$ cat src/rtl/decode_stage.sv
// Single-cycle instruction decode register with optional load-use hazard detection.
// Build option: define DECODE_HAZARD_EN to enable load-use stall generation.
module decode_stage (
    input  logic        clk,
    input  logic        reset,
    input  logic [31:0] instruction_code,
    input  logic [31:0] old_pc,
    input  logic        flush,
    output logic        stall,
    output logic        id_valid,
    output logic [31:0] id_pc,
    output logic [6:0]  id_opcode,
    output logic [4:0]  id_rd,
    output logic [4:0]  id_rs1,
    output logic [4:0]  id_rs2,
    output logic [2:0]  id_funct3,
    output logic [6:0]  id_funct7,
    output logic [31:0] id_imm,
    output logic        id_reg_write,
    output logic        id_mem_read,
    output logic        id_mem_write,
    output logic        id_branch,
    output logic        id_jump,
    output logic        id_alu_src,
    output logic        id_illegal
);

    localparam logic [6:0] OP_R      = 7'b0110011;
    localparam logic [6:0] OP_IALU   = 7'b0010011;
    localparam logic [6:0] OP_LOAD   = 7'b0000011;
    localparam logic [6:0] OP_STORE  = 7'b0100011;
    localparam logic [6:0] OP_BRANCH = 7'b1100011;
    localparam logic [6:0] OP_JAL    = 7'b1101111;
    localparam logic [6:0] OP_JALR   = 7'b1100111;
    localparam logic [6:0] OP_LUI    = 7'b0110111;
    localparam logic [6:0] OP_AUIPC  = 7'b0010111;

    typedef struct packed {
        logic        valid;
        logic [31:0] pc;
        logic [6:0]  opcode;
        logic [4:0]  rd;
        logic [4:0]  rs1;
        logic [4:0]  rs2;
        logic [2:0]  funct3;
        logic [6:0]  funct7;
        logic [31:0] imm;
        logic        reg_write;
        logic        mem_read;
        logic        mem_write;
        logic        branch;
        logic        jump;
        logic        alu_src;
        logic        illegal;
    } id_t;

    id_t  dec_s;
    id_t  id_d;
    id_t  id_q;
    logic hazard_s;
    logic reg_write_raw_s;

    // Combinational decode of the incoming instruction word
    always_comb begin
        dec_s           = '0;
        reg_write_raw_s = 1'b0;
        dec_s.valid     = 1'b1;
        dec_s.pc        = old_pc;
        dec_s.opcode    = instruction_code[6:0];
        dec_s.rd        = instruction_code[11:7];
        dec_s.funct3    = instruction_code[14:12];
        dec_s.rs1       = instruction_code[19:15];
        dec_s.rs2       = instruction_code[24:20];
        dec_s.funct7    = instruction_code[31:25];
        case (instruction_code[6:0])
            OP_R: begin
                reg_write_raw_s = 1'b1;
            end
            OP_IALU, OP_LOAD, OP_JALR: begin
                reg_write_raw_s = 1'b1;
                dec_s.alu_src   = 1'b1;
                dec_s.mem_read  = (instruction_code[6:0] == OP_LOAD);
                dec_s.jump      = (instruction_code[6:0] == OP_JALR);
                dec_s.imm       = {{20{instruction_code[31]}}, instruction_code[31:20]};
            end
            OP_STORE: begin
                dec_s.mem_write = 1'b1;
                dec_s.alu_src   = 1'b1;
                dec_s.imm       = {{20{instruction_code[31]}}, instruction_code[31:25],
                                   instruction_code[11:7]};
            end
            OP_BRANCH: begin
                dec_s.branch = 1'b1;
                dec_s.imm    = {{19{instruction_code[31]}}, instruction_code[31], instruction_code[7],
                                instruction_code[30:25], instruction_code[11:8], 1'b0};
            end
            OP_JAL: begin
                reg_write_raw_s = 1'b1;
                dec_s.jump      = 1'b1;
                dec_s.imm       = {{11{instruction_code[31]}}, instruction_code[31],
                                   instruction_code[19:12], instruction_code[20],
                                   instruction_code[30:21], 1'b0};
            end
            OP_LUI, OP_AUIPC: begin
                reg_write_raw_s = 1'b1;
                dec_s.alu_src   = 1'b1;
                dec_s.imm       = {instruction_code[31:12], 12'h000};
            end
            default: begin
                dec_s.illegal = 1'b1;
            end
        endcase
        // x0 is hardwired, so a write to it is never a real write
        dec_s.reg_write = reg_write_raw_s & (instruction_code[11:7] != 5'd0);
    end

`ifdef DECODE_HAZARD_EN
    logic uses_rs1_s;
    logic uses_rs2_s;

    // Which source register fields the incoming instruction actually reads
    always_comb begin
        uses_rs1_s = 1'b0;
        uses_rs2_s = 1'b0;
        case (instruction_code[6:0])
            OP_R, OP_STORE, OP_BRANCH: begin
                uses_rs1_s = 1'b1;
                uses_rs2_s = 1'b1;
            end
            OP_IALU, OP_LOAD, OP_JALR: begin
                uses_rs1_s = 1'b1;
            end
            default: begin
                uses_rs1_s = 1'b0;
                uses_rs2_s = 1'b0;
            end
        endcase
    end

    // Load-use detection against the instruction currently in the register
    always_comb begin
        hazard_s = 1'b0;
        if (id_q.valid && id_q.mem_read && (id_q.rd != 5'd0) && !flush) begin
            hazard_s = (uses_rs1_s && (dec_s.rs1 == id_q.rd)) ||
                       (uses_rs2_s && (dec_s.rs2 == id_q.rd));
        end else begin
            hazard_s = 1'b0;
        end
    end
`else
    assign hazard_s = 1'b0;
`endif

    assign stall = hazard_s;

    // Next register contents: bubble on flush or hazard, decoded word otherwise
    always_comb begin
        id_d = '0;
        if (!flush && !hazard_s) begin
            id_d = dec_s;
        end else begin
            id_d = '0;
        end
    end

    // Stage register with synchronous active-low reset
    always_ff @(posedge clk) begin
        if (!reset) begin
            id_q <= '0;
        end else begin
            id_q <= id_d;
        end
    end

    assign id_valid     = id_q.valid;
    assign id_pc        = id_q.pc;
    assign id_opcode    = id_q.opcode;
    assign id_rd        = id_q.rd;
    assign id_rs1       = id_q.rs1;
    assign id_rs2       = id_q.rs2;
    assign id_funct3    = id_q.funct3;
    assign id_funct7    = id_q.funct7;
    assign id_imm       = id_q.imm;
    assign id_reg_write = id_q.reg_write;
    assign id_mem_read  = id_q.mem_read;
    assign id_mem_write = id_q.mem_write;
    assign id_branch    = id_q.branch;
    assign id_jump      = id_q.jump;
    assign id_alu_src   = id_q.alu_src;
    assign id_illegal   = id_q.illegal;

endmodule

$ cat config.mk
export PLATFORM = sky130hd
export DESIGN_NAME = decode_stage
export DESIGN_NICKNAME = d
export VERILOG_FILES = /design/src/rtl/decode_stage.sv
export SDC_FILE = /design/constraint.sdc
export NUM_CORES = 1
export LEC_CHECK = 0
export ABC_AREA = 1
export CAP_MARGIN = 20
export CORE_MARGIN = 5
export CORE_UTILIZATION = 45
export CTS_BUF_LIST = sky130_fd_sc_hd__clkbuf_2 sky130_fd_sc_hd__clkbuf_4 sky130_fd_sc_hd__clkbuf_8
export CTS_CLUSTER_SIZE = 25
export DETAILED_ROUTE_END_ITERATION = 8
export GPL_TIMING_DRIVEN = 0
export PLACE_DENSITY_LB_ADDON = 0.25
export RECOVER_POWER = 25
export SLEW_MARGIN = 20
export SYNTH_ARGS = -nofsm -noshare
export SYNTH_HDL_FRONTEND = slang
export SYNTH_SLANG_ARGS = --single-unit
$ cat constraint.sdc
create_clock -name clk -period 1.96 [get_ports clk]
set_input_delay 0.294 -clock clk [delete_from_list [all_inputs] [get_ports clk]]
set_output_delay 0.294 -clock clk [all_outputs]
set_load 0.05 [all_outputs]
==> results.json <==
{
  "yosys-top-cells-area": "dfxtp_1, nor2_1, inv_1",
  "outcome": "completed",
  "yosysWarnings": 0,
  "cp-start-kind": "register",
  "fmax_ghz": 0.5498,
  "wl_um": 10270,
  "cp.required_ps": 1670,
  "dpl.hpwl_um": 8012,
  "cts_tree": "done",
  "min_period_ps": 1819,
  "worstPathArrival_ps": 1530,
  "antenna_left": 0,
  "crit_chain": "clkdlybuf4s50_1",
  "drt_iter0_markers": 70,
  "synthToLayoutAreaGrowth_pct": 55.74,
  "drc": 0,
  "layout_commonest_cell": "clkdlybuf4s50_1",
  "initial_utilization": 0.4649,
  "syn-num-nets": 492,
  "final_core_util": 0.7240,
  "rsz0062_at_grt": "no",
  "ctsLongestPathBuffers": 2,
  "viasPerCell": 4.581,
  "io_pins": 172,
  "synth_top_area_frac": 0.5736,
  "powerDensity_nw_per_um2": 760.6,
  "gp_congestion": 0.8455,
  "max_stage_delay_ps": 830,
  "ir_worst_vdd_mv": 0.4659,
  "cts_num_sinks": 104,
  "cts_resized": 0,
  "hp-class": "input port to register",
  "final.setup.worst_slack_ps": 141.0,
  "dp_slack_ps": -114.9,
  "cp.depth": 1,
  "die_w_um": 99.81,
  "yosysSeqAreaShare": 0.5736,
  "path_clk_slew_ps": 100,
  "wl_per_cell_um": 14.41,
  "grt_pass1_wl_um": 16550,
  "design.core.area_um2": 7807,
  "dieArea_um2": 9962,
  "hold_slack_ps": 429.5,
  "critical_path_class": "register to output port",
  "fin_crit_sh": 0.9281,
  "slew_headroom": 0.5957,
  "synth_seq_cells": 104,
  "grt_start_max_net_pins": 18,
  "numPortBuffers": 170,
  "h-tree-depth": 3,
  "netlist_area_um2": 3630,
  "most-common-layout-cells": "clkdlybuf4s50_1, dfxtp_1, nor2_1, inv_1, nand2_1",
  "p_leak_nw": 2.568,
  "finalSetupViolations": 0,
  "cts_made_buffers": 9,
  "ys_types": 27,
  "stdcell_area_um2": 5653,
  "synthCells": 425,
  "post_cts_buffers": 0,
  "cp.buffers_inverters": 1,
  "worstSetupEndpointType": "output port",
  "worstMarginPinSlew_ps": 606.4,
  "maxSlewViolCount": 0,
  "hold_viol_final": 0,
  "worstPathMaxFanout": 1,
  "rows": 32,
  "antenna_cells": 0,
  "drive_above_1_share": 0.1080,
  "clock-root-buffer": "clkbuf_8",
  "avgSynthCellArea_um2": 8.541,
  "dr.pass1.iters": 4,
  "grt_pass1_vias": 3323,
  "grt_overflow": 0,
  "hold_buffers": 0,
  "cpMaxStageDelayCell": "clkdlybuf4s50_1",
  "crit_family": "buffers and inverters",
  "setup_tns_ps": 0,
  "dpl_cell_area_um2": 5459,
  "die_h_um": 99.81,
  "finalNetCount": 673,
  "hold_path_depth": 3,
  "via_count": 3266,
  "grt_util_all_layers": 0.2115,
  "grt_antenna_before_repair": 0,
  "max_cap_viol_count": 0,
  "yosys.area.top_type": "dfxtp_1"
}
## power breakdown
group / internal (mW) / leakage [nW] / switching, mW / total [mW]
logic: 0.256 / 1.61 / 0.400 / 0.656
registers: 2.17 / 0.849 / 0.0149 / 2.19
clock network: 0.742 / 0.112 / 0.716 / 1.46
total: 3.17 / 2.57 / 1.13 / 4.30
## flip-flops by register name (all words and copies together) (netlist names)
name / flops
id_imm: 32
id_pc: 32
id_funct7: 7
id_opcode: 7
id_rd: 5
id_rs1: 5
id_rs2: 5
id_funct3: 3
id_alu_src: 1
id_branch: 1
id_illegal: 1
id_jump: 1
id_mem_read: 1
id_mem_write: 1
id_reg_write: 1
id_valid: 1
## cell usage after synthesis, drive strengths merged
library cell and number:
clkbuf 4, buf 16, dfxtp 104, o21ai 5, a21oi 27, o21a 1, nand2 52, nor3 3
conb 1, nand4 1, and2 1, nor2 100, nand3 39, inv 71
## metrics by stage
stage                     total power [mW]  std cells
final                                4.300        713
after global placement               2.883        697
after CTS                            4.339        713
after floorplan                      2.587        425
after detailed placement             2.895        697
after global routing                 4.479        713
## final cells by class
class,count,area (µm²)
clock buffer,10,131.4
multi-input combinational,230,1125
fill,618,2155
clock inverter,6,92.59
inverter,71,266.5
sequential,104,2082
tap,102,127.6
timing repair buffer,170,1702
buffer,20,126.4
## cells by family (layout without fill, tap and decap cells)
| kind of cell | after synthesis | after routing | share of synthesized area |
|---|---|---|---|
| other | 1 | 1 | 0.001033 |
| flip-flops | 104 | 104 | 0.5736 |
| buffers and inverters | 91 | 277 | 0.1082 |
| AO/OA/AOI/OAI | 33 | 33 | 0.06687 |
| AND/OR/NAND/NOR | 196 | 196 | 0.2503 |
## worst paths after layout
| path | startpoint | end | slack (ps) |
|---|---|---|---|
| worst max-delay path | id_imm[28]$_SDFF_PP0_ | id_imm[28] | 140 |
| worst min-delay path | old_pc[20] | id_pc[20]$_SDFF_PP0_ | 430 |
## per-layer routing
metal / global-route usage / vias up / share of wire
met1: 0.2409 / 1470 / 0.41
li1: - / 1638 / -
met2: 0.3689 / 142 / 0.48
met5: 0 / - / 0
met4: 0.06408 / 0 / 0.014
met3: 0.07783 / 16 / 0.093
No activity file was read; power rests on OpenSTA's default activity.
